**src/rtl/i2c_target_pkg.sv**
```systemverilog
// rtl/i2c_target_pkg.sv - shared types and bus constants for the I2C register target
package i2c_target_pkg;

  typedef enum logic [3:0] {
    ST_IDLE,
    ST_ADDR,
    ST_ADDR_ACK,
    ST_PTR,
    ST_PTR_ACK,
    ST_WDATA,
    ST_WDATA_ACK,
    ST_RDATA,
    ST_RDATA_ACK,
    ST_IGNORE
  } state_t;

  localparam logic I2C_ACK      = 1'b0;
  localparam logic I2C_NACK     = 1'b1;
  localparam logic I2C_RW_WRITE = 1'b0;
  localparam logic I2C_RW_READ  = 1'b1;

endpackage

```
**src/rtl/i2c_in_filter.sv**
```systemverilog
// rtl/i2c_in_filter.sv - pin synchronizer, stable-level glitch filter and edge detect
module i2c_in_filter #(
  parameter int FILTER_LEN = 3
) (
  input  logic clk,
  input  logic reset,
  input  logic pin,
  output logic level,
  output logic rise,
  output logic fall
);

  localparam int CW = $clog2(FILTER_LEN + 1);

  logic          sync1;
  logic          sync2;
  logic [CW-1:0] cnt;

  // level follows the pin only once it has held a new value for FILTER_LEN clocks;
  // rise/fall pulse in the same cycle that level changes
  always_ff @(posedge clk) begin
    if (reset) begin
      sync1 <= 1'b1;
      sync2 <= 1'b1;
      level <= 1'b1;
      cnt   <= '0;
      rise  <= 1'b0;
      fall  <= 1'b0;
    end else begin
      sync1 <= pin;
      sync2 <= sync1;
      rise  <= 1'b0;
      fall  <= 1'b0;
      if (sync2 == level) begin
        cnt <= '0;
      end else if (cnt == CW'(FILTER_LEN - 1)) begin
        level <= sync2;
        rise  <= sync2;
        fall  <= ~sync2;
        cnt   <= '0;
      end else begin
        cnt <= cnt + CW'(1);
      end
    end
  end

endmodule

```
**src/rtl/i2c_target_regs.sv**
```systemverilog
// rtl/i2c_target_regs.sv - I2C target with a STATUS register and read/write control registers
module i2c_target_regs
  import i2c_target_pkg::*;
#(
  parameter logic [6:0] DEV_ADDR   = 7'h50,
  parameter int         NREGS      = 8,
  parameter int         FILTER_LEN = 3
) (
  input  logic                       clk_clk,
  input  logic                       reset_reset,
  input  logic                       scl_in,
  input  logic                       sda_in,
  output logic                       sda_oe,
  input  logic [7:0]                 status_in,
  output logic [8*(NREGS-1)-1:0]     ctrl_out,
  output logic                       wr_strobe,
  output logic [$clog2(NREGS)-1:0]   wr_index,
  output logic                       busy
);

  localparam int PW = $clog2(NREGS);

  logic scl_lvl, scl_rise, scl_fall;
  logic sda_lvl, sda_rise, sda_fall;

  i2c_in_filter #(.FILTER_LEN(FILTER_LEN)) u_scl_filter (
    .clk(clk_clk), .reset(reset_reset), .pin(scl_in),
    .level(scl_lvl), .rise(scl_rise), .fall(scl_fall)
  );

  i2c_in_filter #(.FILTER_LEN(FILTER_LEN)) u_sda_filter (
    .clk(clk_clk), .reset(reset_reset), .pin(sda_in),
    .level(sda_lvl), .rise(sda_rise), .fall(sda_fall)
  );

  state_t        state_q, state_d;
  logic [3:0]    bit_cnt_q, bit_cnt_d;
  logic [7:0]    shift_q, shift_d;
  logic [PW-1:0] ptr_q, ptr_d;
  logic          sda_oe_d, busy_d, wr_en;
  logic [7:0]    rx_byte, rd_byte;
  logic          scl_stable, start_det, stop_det;

  // a same-cycle SCL edge wins over any SDA edge
  assign scl_stable = scl_lvl & ~scl_rise & ~scl_fall;
  assign start_det  = sda_fall & scl_stable;
  assign stop_det   = sda_rise & scl_stable;

  always_comb begin
    rd_byte = status_in;
    for (int i = 1; i < NREGS; i++)
      if (ptr_q == PW'(i)) rd_byte = ctrl_out[8*i-8 +: 8];
  end

  always_comb begin
    state_d   = state_q;
    bit_cnt_d = bit_cnt_q;
    shift_d   = shift_q;
    ptr_d     = ptr_q;
    sda_oe_d  = sda_oe;
    busy_d    = busy;
    wr_en     = 1'b0;
    rx_byte   = {shift_q[6:0], sda_lvl};
    if (start_det) begin
      state_d   = ST_ADDR;
      bit_cnt_d = '0;
      sda_oe_d  = 1'b0;
      busy_d    = 1'b1;
    end else if (stop_det) begin
      state_d   = ST_IDLE;
      bit_cnt_d = '0;
      sda_oe_d  = 1'b0;
      busy_d    = 1'b0;
    end else if (scl_rise) begin
      case (state_q)
        ST_ADDR, ST_PTR, ST_WDATA: begin
          if (bit_cnt_q != 4'd8) begin
            shift_d   = rx_byte;
            bit_cnt_d = bit_cnt_q + 4'd1;
            if (bit_cnt_q == 4'd7 && state_q == ST_PTR) ptr_d = rx_byte[PW-1:0];
            if (bit_cnt_q == 4'd7 && state_q == ST_WDATA) begin
              wr_en = (ptr_q != '0);
              ptr_d = ptr_q + PW'(1);
            end
          end
        end
        ST_RDATA:     if (bit_cnt_q != 4'd8) bit_cnt_d = bit_cnt_q + 4'd1;
        ST_RDATA_ACK: shift_d[0] = sda_lvl;  // controller's ACK/NACK
        default: ;
      endcase
    end else if (scl_fall) begin
      case (state_q)
        ST_ADDR: if (bit_cnt_q == 4'd8) begin
          bit_cnt_d = '0;
          if (shift_q[7:1] == DEV_ADDR) begin
            state_d  = ST_ADDR_ACK;
            sda_oe_d = 1'b1;
          end else begin
            state_d  = ST_IGNORE;
          end
        end
        ST_PTR: if (bit_cnt_q == 4'd8) begin
          state_d   = ST_PTR_ACK;
          bit_cnt_d = '0;
          sda_oe_d  = 1'b1;
        end
        ST_WDATA: if (bit_cnt_q == 4'd8) begin
          state_d   = ST_WDATA_ACK;
          bit_cnt_d = '0;
          sda_oe_d  = 1'b1;
        end
        ST_ADDR_ACK: begin
          bit_cnt_d = '0;
          if (shift_q[0] == I2C_RW_READ) begin
            state_d  = ST_RDATA;
            shift_d  = rd_byte;
            sda_oe_d = ~rd_byte[7];
          end else begin
            state_d  = ST_PTR;
            sda_oe_d = 1'b0;
          end
        end
        ST_PTR_ACK, ST_WDATA_ACK: begin
          state_d   = ST_WDATA;
          bit_cnt_d = '0;
          sda_oe_d  = 1'b0;
        end
        ST_RDATA: begin
          if (bit_cnt_q == 4'd8) begin
            state_d   = ST_RDATA_ACK;
            bit_cnt_d = '0;
            sda_oe_d  = 1'b0;
            ptr_d     = ptr_q + PW'(1);
          end else begin
            shift_d  = {shift_q[6:0], 1'b0};
            sda_oe_d = ~shift_q[6];
          end
        end
        ST_RDATA_ACK: begin
          if (shift_q[0] == I2C_ACK) begin
            state_d  = ST_RDATA;
            shift_d  = rd_byte;
            sda_oe_d = ~rd_byte[7];
          end else begin
            state_d  = ST_IGNORE;
          end
        end
        default: ;
      endcase
    end
  end

  always_ff @(posedge clk_clk) begin
    if (reset_reset) begin
      state_q   <= ST_IDLE;
      bit_cnt_q <= '0;
      shift_q   <= '0;
      ptr_q     <= '0;
      sda_oe    <= 1'b0;
      busy      <= 1'b0;
      ctrl_out  <= '0;
      wr_strobe <= 1'b0;
      wr_index  <= '0;
    end else begin
      state_q   <= state_d;
      bit_cnt_q <= bit_cnt_d;
      shift_q   <= shift_d;
      ptr_q     <= ptr_d;
      sda_oe    <= sda_oe_d;
      busy      <= busy_d;
      wr_strobe <= wr_en;
      if (wr_en) begin
        wr_index <= ptr_q;
        for (int i = 1; i < NREGS; i++)
          if (ptr_q == PW'(i)) ctrl_out[8*i-8 +: 8] <= rx_byte;
      end
    end
  end

endmodule

```
**config.mk**
```make
export PLATFORM = sky130hd
export DESIGN_NAME = i2c_target_regs
export DESIGN_NICKNAME = d
export VERILOG_FILES = /design/src/rtl/i2c_target_pkg.sv /design/src/rtl/i2c_in_filter.sv /design/src/rtl/i2c_target_regs.sv
export SDC_FILE = /design/constraint.sdc
export NUM_CORES = 1
export LEC_CHECK = 0
export BUFFER_PORTS_ARGS = -buffer_cell sky130_fd_sc_hd__buf_2
export CAP_MARGIN = 30
export CORE_ASPECT_RATIO = 0.7
export CORE_MARGIN = 2
export CORE_UTILIZATION = 58
export DETAILED_ROUTE_END_ITERATION = 16
export PLACE_DENSITY = 0.81
export SYNTH_ARGS = -nofsm -noshare
export SYNTH_HDL_FRONTEND = slang
export SYNTH_SLANG_ARGS = --single-unit
```
**constraint.sdc**
```tcl
create_clock -name clk_clk -period 2.9 [get_ports clk_clk]
set_clock_uncertainty 0.15 [all_clocks]
set_input_delay 0.29 -clock clk_clk [delete_from_list [all_inputs] [get_ports clk_clk]]
set_output_delay 0.29 -clock clk_clk [all_outputs]
set_load 0.1 [all_outputs]
```
# == Word level (Yosys, flattened, before mapping) ==
# Index checks and enable logic that the tools add are counted.
# Widths: inputs -> output; s select.
# totals
ff_bits,95
input_bits,12
output_inout_bits,62
word_cells,190
# classes
addsub,4
eq_ne,46
muxes,57
n_bitwise,16
n_reduce_logical,38
# ops
op,count
$mux 8,13
$mux 4,11
$pmux 4 s7,1
$reduce_and 7->1,4
$mux 3,9
$pmux 8 s3,1
$reduce_or 3->1,7
$eq 4x3->1 const B,5
$mux 1,18
$reduce_and 2->1,9
$ne 3x3->1 const B,5
$ne 2x2->1 const B,7
$eq 3x3->1 const B,4
$ne 4x4->1 const B,3
$not 1->1,12
$ne 3x2->1 const B,3
$reduce_and 9->1,1
$reduce_bool 9->1,1
$eq 4x2->1 const B,2
$eq 4x4->1 const B,2
$ne 4x3->1 const B,2
$pmux 4 s2,1
$reduce_and 8->1,1
$reduce_bool 2->1,4
23 further kinds,35

# == Depth between registers and ports, before layout ==
# depth
word_depth,12
depth_mapped,10
depth_no_buf,7

# == By module ==
# From an unflattened synthesis, not the netlist that was laid out.
# hier_totals
cells_unflattened,578
area_unflattened_um2,5101.1
# modules_own_cells
module,instances,cells_each,area_per_inst_um2,seq_area_each_um2
i2c_target_regs,1,542,4638.2,1621.6
i2c_in_filter,2,18,231.5,140.1

# == Worst setup path after synthesis ==
# No wires, ideal clock.
# synth_timing
kind,register to register
startpoint,register ptr_q[2]
endpoint,register shift_q[2]
setup_time_ns,0.091
arrival_ns,2.009
required_ns,2.659
setup_slack_ns,0.650
stages_incl_launch_ff,11
path_buffers,3
period_less_slack_ns,2.250
cell_sequence,dfxtp_1 -> clkbuf_1 -> inv_1 -> clkbuf_1 -> ha_1 -> buf_1 -> a21o_1 -> a21oi_1 -> a21oi_1 -> o211ai_1 -> a311oi_1
# synth_between
elab_chain_cells,12
word_cells_on_any_way,19
classes_between,eq/ne (7); mux (12)
# synth_rtl
item,line,source
start: declaration,i2c_target_regs.sv:39,"logic [PW-1:0] ptr_q, ptr_d;"
start signal: assignment,i2c_target_regs.sv:168,ptr_q <= ptr_d;
$eq 3x1->1,i2c_target_regs.sv:52,if (ptr_q == PW'(i)) rd_byte = ctrl_out[8*i-8 +: 8];
$mux 8 (6 in a row),i2c_target_regs.sv:52,
$mux 8 *,i2c_target_regs.sv:52,
$mux 8 (on tied branches),"i2c_target_regs.sv:140, i2c_target_regs.sv:114",
$pmux 8 s3 *,i2c_target_regs.sv:92,case (state_q)
$mux 8 *,i2c_target_regs.sv:91,end else if (scl_fall) begin
$mux 8 *,i2c_target_regs.sv:74,end else if (scl_rise) begin
end signal: assignment,i2c_target_regs.sv:167,shift_q <= shift_d;
end: declaration,i2c_target_regs.sv:38,"logic [7:0] shift_q, shift_d;"
# Every way passes the cells marked *; elsewhere a longest branch is shown, timed or not. The select of a mux whose other input is x is not followed.
# A chain may end at the register's enable or synchronous reset.

# == Worst setup path in the final report ==
# layout_timing
startpoint,register state_q[3]
endpoint,register shift_q[2]
# layout_between
elab_chain_cells,4
word_cells_on_any_way,16
classes_between,eq/ne (10); mux (3); reduce/logical (3)
# layout_rtl
item,line,source
start: declaration,i2c_target_regs.sv:36,"state_t state_q, state_d;"
start signal: assignment,i2c_target_regs.sv:165,state_q <= state_d;
$eq 4x2->1 (tied with other cells),i2c_target_regs.sv:75,case (state_q)
$reduce_or 3->1 or $pmux 8 s3 (tied branches),"i2c_target_regs.sv:75, i2c_target_regs.sv:92",
$ne 2x2->1 (no line) or $mux 8 (tied branches),n/a,
$reduce_and 9->1 (no line) or $mux 8 (tied branches),n/a,
# Several ways; a longest one is shown, not always the timed one. The select of a mux whose other input is x is not followed.

==> results.md <==
- Status: finished, final reports clean
- Count of buffers inserted at the top-level ports: 73
- Origin of the critical flop-to-flop path: state_q[3]
- Clock latency at the later pin of the worst-skew pair: 350 ps
- Endpoint of the most critical setup path: shift_q[2]
- Path type of the worst min-delay path: primary input to flop
- Detailed-router iteration count before antenna repair: 5
- Fin crit period: 2531 ps
- CTS tree: done
- Timing startpoint of the critical path: state_q[3]
- Initial cell density of the core: 60.30%
- Diode insertion count for antenna repair: 0
- Worst path required time: 3000 ps
- Share of total power in sequential cells: 51.2%
- Post-synthesis instance area: 5134 um^2
- Average routed wire per standard cell: 18.79 um
- DR vias/cell: 6.234
- Transition time of the tightest slew-check pin: 706.9 ps
- Proportion of total power due to net switching: 21.79%
- Number of synthesized flops with an enable pin: 0
- Worst setup EP type: flop
- CTS root buf: clkbuf_16
- CTS sink cnt: 95
- Post-route ant nets: 0
- Number of buffers inserted during clock tree synthesis: 9
- Routability-driven placement congestion ratio: 0.9371
- Die area: 9632 um^2
- Detailed-route wire length: 14,240 um
- Initial drt markers: 693
- Comb pwr share: 2.0%
- Minimum setup slack among reg-to-reg paths: 370 ps
- Beginning of the worst hold path: reset_reset
- Post-synth ARST share: 0%
- Type of origin of the critical path: flop
- Leakage component of the power: 2.578 nW
- Pint: 2.000 mW
- DRC: 0
- Reported max-cap violation count: 0
- Final standard cell utilization of the core: 67.90%
- Clock buffer depth: 2
- Pin count of the biggest net entering global routing: 40
- Worst flop-to-flop path endpoint: shift_q[2]
- Clk slew on worst S/H paths: 70 ps
- Sequential-to-total area share from yosys stat: 37.05%
- Critical path peak fanout: 22
- Final global-route overflow total: 0
- Synth Instances: 583
- Worst-case headroom to the max-slew limit: 52.81%
- Final setup violation count: 0
- Global-route wire length before repair: 22,180 um
- Arrival time of data at the critical path endpoint: 2630 ps
- Number of standard-cell rows in the floorplan: 28
- Total nets after synthesis: 605
- Global Route Usage Sum: 30.05%
- Highest-count cells in the layout ignoring fill and taps: 95 x dfxtp_1, 81 x nor2_1, 73 x buf_2
- Post-DP HPWL: 9997 um
- Vias in the first global route: 4,200
- Share of power burned in the clock network: 46.8%
- Psw: 0.5570 mW
- Unrepaired setup endpoints after global routing: no
- Final clock period utilization by the worst path: 87.26%
- Count of final hold-check violations: 0
- Growth of design area from synthesis to finish: 12.60%
- Start-to-end type of the worst setup path: flop to flop
- Initial antenna violation count: 0
- Worst IR drop on VDD: 374.1 uV
- Tot Pwr: 2.557 mW
- Setup TNS after final layout: 0 ps
- Cell count of the worst reg-to-reg path: 6
- Fraction of layout cells with a size suffix above 1: 19.91%
- Setup repair bufs after CTS: 0
- Via count: 4,725
- Syn avg cell area: 8.806 um^2
- Num ports: 74
- Level count of the clock H-tree: 3
- Total number of nets in the final design: 655
- Max-slew violation total from the final report: 0
- Die extent in y: 82.72 um
- Most common library cell in the layout ignoring fill and taps: dfxtp_1
- Flip-flop and latch count after synthesis: 95
- Total of warnings raised by yosys: 0
- Floorplan die width: 116.4 um
- FMAX: 395.2 MHz
- Top FF cell, synth: dfxtp_1
- Yosys cell types: 74
- Power Dens Cells: 442.3 nW/um^2
- Floorplan core area: 8513 um^2
==> Yosys cell counts (3+ instances only) <==
library cell / n / share of area, %
a211oi_1: 7 / 1.0
a21o_1: 8 / 1.2
a21oi_1: 38 / 3.7
a22oi_1: 7 / 1.0
a311oi_1: 5 / 0.85
a31oi_1: 8 / 0.97
and3b_1: 3 / 0.51
buf_2: 12 / 1.2
buf_4: 9 / 1.3
clkbuf_1: 22 / 1.6
dfxtp_1: 95 / 37
ha_1: 10 / 2.4
inv_1: 14 / 1.0
mux2i_1: 63 / 12
nand2_1: 26 / 1.9
nand2b_1: 11 / 1.3
nand3_1: 5 / 0.49
nand3b_1: 9 / 1.3
nand4_2: 3 / 0.73
nand4b_1: 3 / 0.51
nor2_1: 81 / 5.9
nor2b_1: 11 / 1.3
nor3_1: 12 / 1.2
nor3b_1: 4 / 0.58
nor4bb_1: 5 / 0.97
o2111ai_1: 5 / 0.85
o211ai_1: 7 / 1.0
o21a_1: 5 / 0.73
o21ai_0: 20 / 1.9
o21bai_1: 4 / 0.58
o22a_1: 5 / 0.85
or2_2: 5 / 0.61
or3_1: 3 / 0.37
xnor2_1: 3 / 0.51
==> routing by layer <==
metal,global-route usage [%],vias to the layer above,part of all wire [%]
li1,-,2196,-
met2,44.30,277,43
met1,43.05,2235,45
met5,0,-,0
met4,9.286,0,1.1
met3,7.591,17,11
==> registers in the layout (all words and copies together) (netlist names) <==
name                flops
wr_index                3
u_scl_filter.sync1      1
ctrl_out               56
u_sda_filter.level      1
u_sda_filter.fall       1
u_scl_filter.cnt        2
ptr_q                   3
u_scl_filter.fall       1
state_q                 4
u_sda_filter.cnt        2
shift_q                 8
busy                    1
u_sda_filter.sync2      1
u_sda_filter.rise       1
u_scl_filter.sync2      1
u_scl_filter.rise       1
bit_cnt_q               4
sda_oe                  1
wr_strobe               1
u_sda_filter.sync1      1
u_scl_filter.level      1
==> power by group through the flow <==
| stage | registers (mW) | logic, mW | clock network, mW |
|---|---|---|---|
| floorplan | 1.34 | 0.0311 | 0 |
| global placement | 1.34 | 0.0467 | 0 |
| detailed placement | 1.34 | 0.0479 | 0 |
| CTS | 1.31 | 0.0502 | 1.20 |
| global route | 1.31 | 0.0554 | 1.26 |
| finish | 1.31 | 0.0514 | 1.20 |
==> worst min-delay path by stage <==
stage,to,cells after the start
2_1_floorplan,u_scl_filter.sync2,1
3_3_place_gp,u_scl_filter.cnt[0],1
3_5_place_dp,u_sda_filter.sync2,1
4_1_cts,ptr_q[2],2
5_1_grt,ptr_q[2],2
6_report,ptr_q[2],2
==> area by class of cell <==
| type | count | area (um^2) |
|---|---|---|
| fillers | 697 | 2733 |
| clock buffers | 10 | 229.0 |
| clock inverters | 6 | 68.82 |
| multi-input cells | 424 | 2888 |
| well taps | 120 | 150.1 |
| repair buffers | 89 | 490.5 |
| inverters | 14 | 52.55 |
| flip-flops and latches | 95 | 1902 |
==> cells by family after synthesis <==
logic type	share of synthesized area, %
flip-flops	37.05
buffers and inverters	6.702
AO/OA/AOI/OAI	19.62
XOR/XNOR	0.6826
multiplexers	12.28
AND/OR/NAND/NOR	21.03
adder cells (fa/ha/maj)	2.632
==> timing repair <==
action,in CTS,in global routing
resized for setup,0,0
endpoints found under the hold margin,2,0
hold buffers,2,0
==> per-stage QoR <==
| stage | area, um^2 | setup WS [ps] | std cells | hold slack (ps) |
|---|---|---|---|---|
| after CTS | 5781 | 448.4 | 758 | 163.0 |
| after detailed placement | 5463 | 475.2 | 740 | 246.8 |
| after global routing | 5781 | 260.8 | 758 | 186.3 |
| after floorplan | 5134 | 649.7 | 583 | 239.5 |
| final | 5781 | 369.4 | 758 | 168.2 |
| after global placement | 5463 | 522.1 | 740 | 249.2 |
==> critical path, cell delays in order, from the launching register on <==
cell and delay, ps:
dfxtp_1 780, buf_4 270, nor3b_2 200, o221ai_1 160
nor2_1 400, o211ai_1 180, a311oi_1 290
Note: power is estimated with default switching activity, not from simulation.
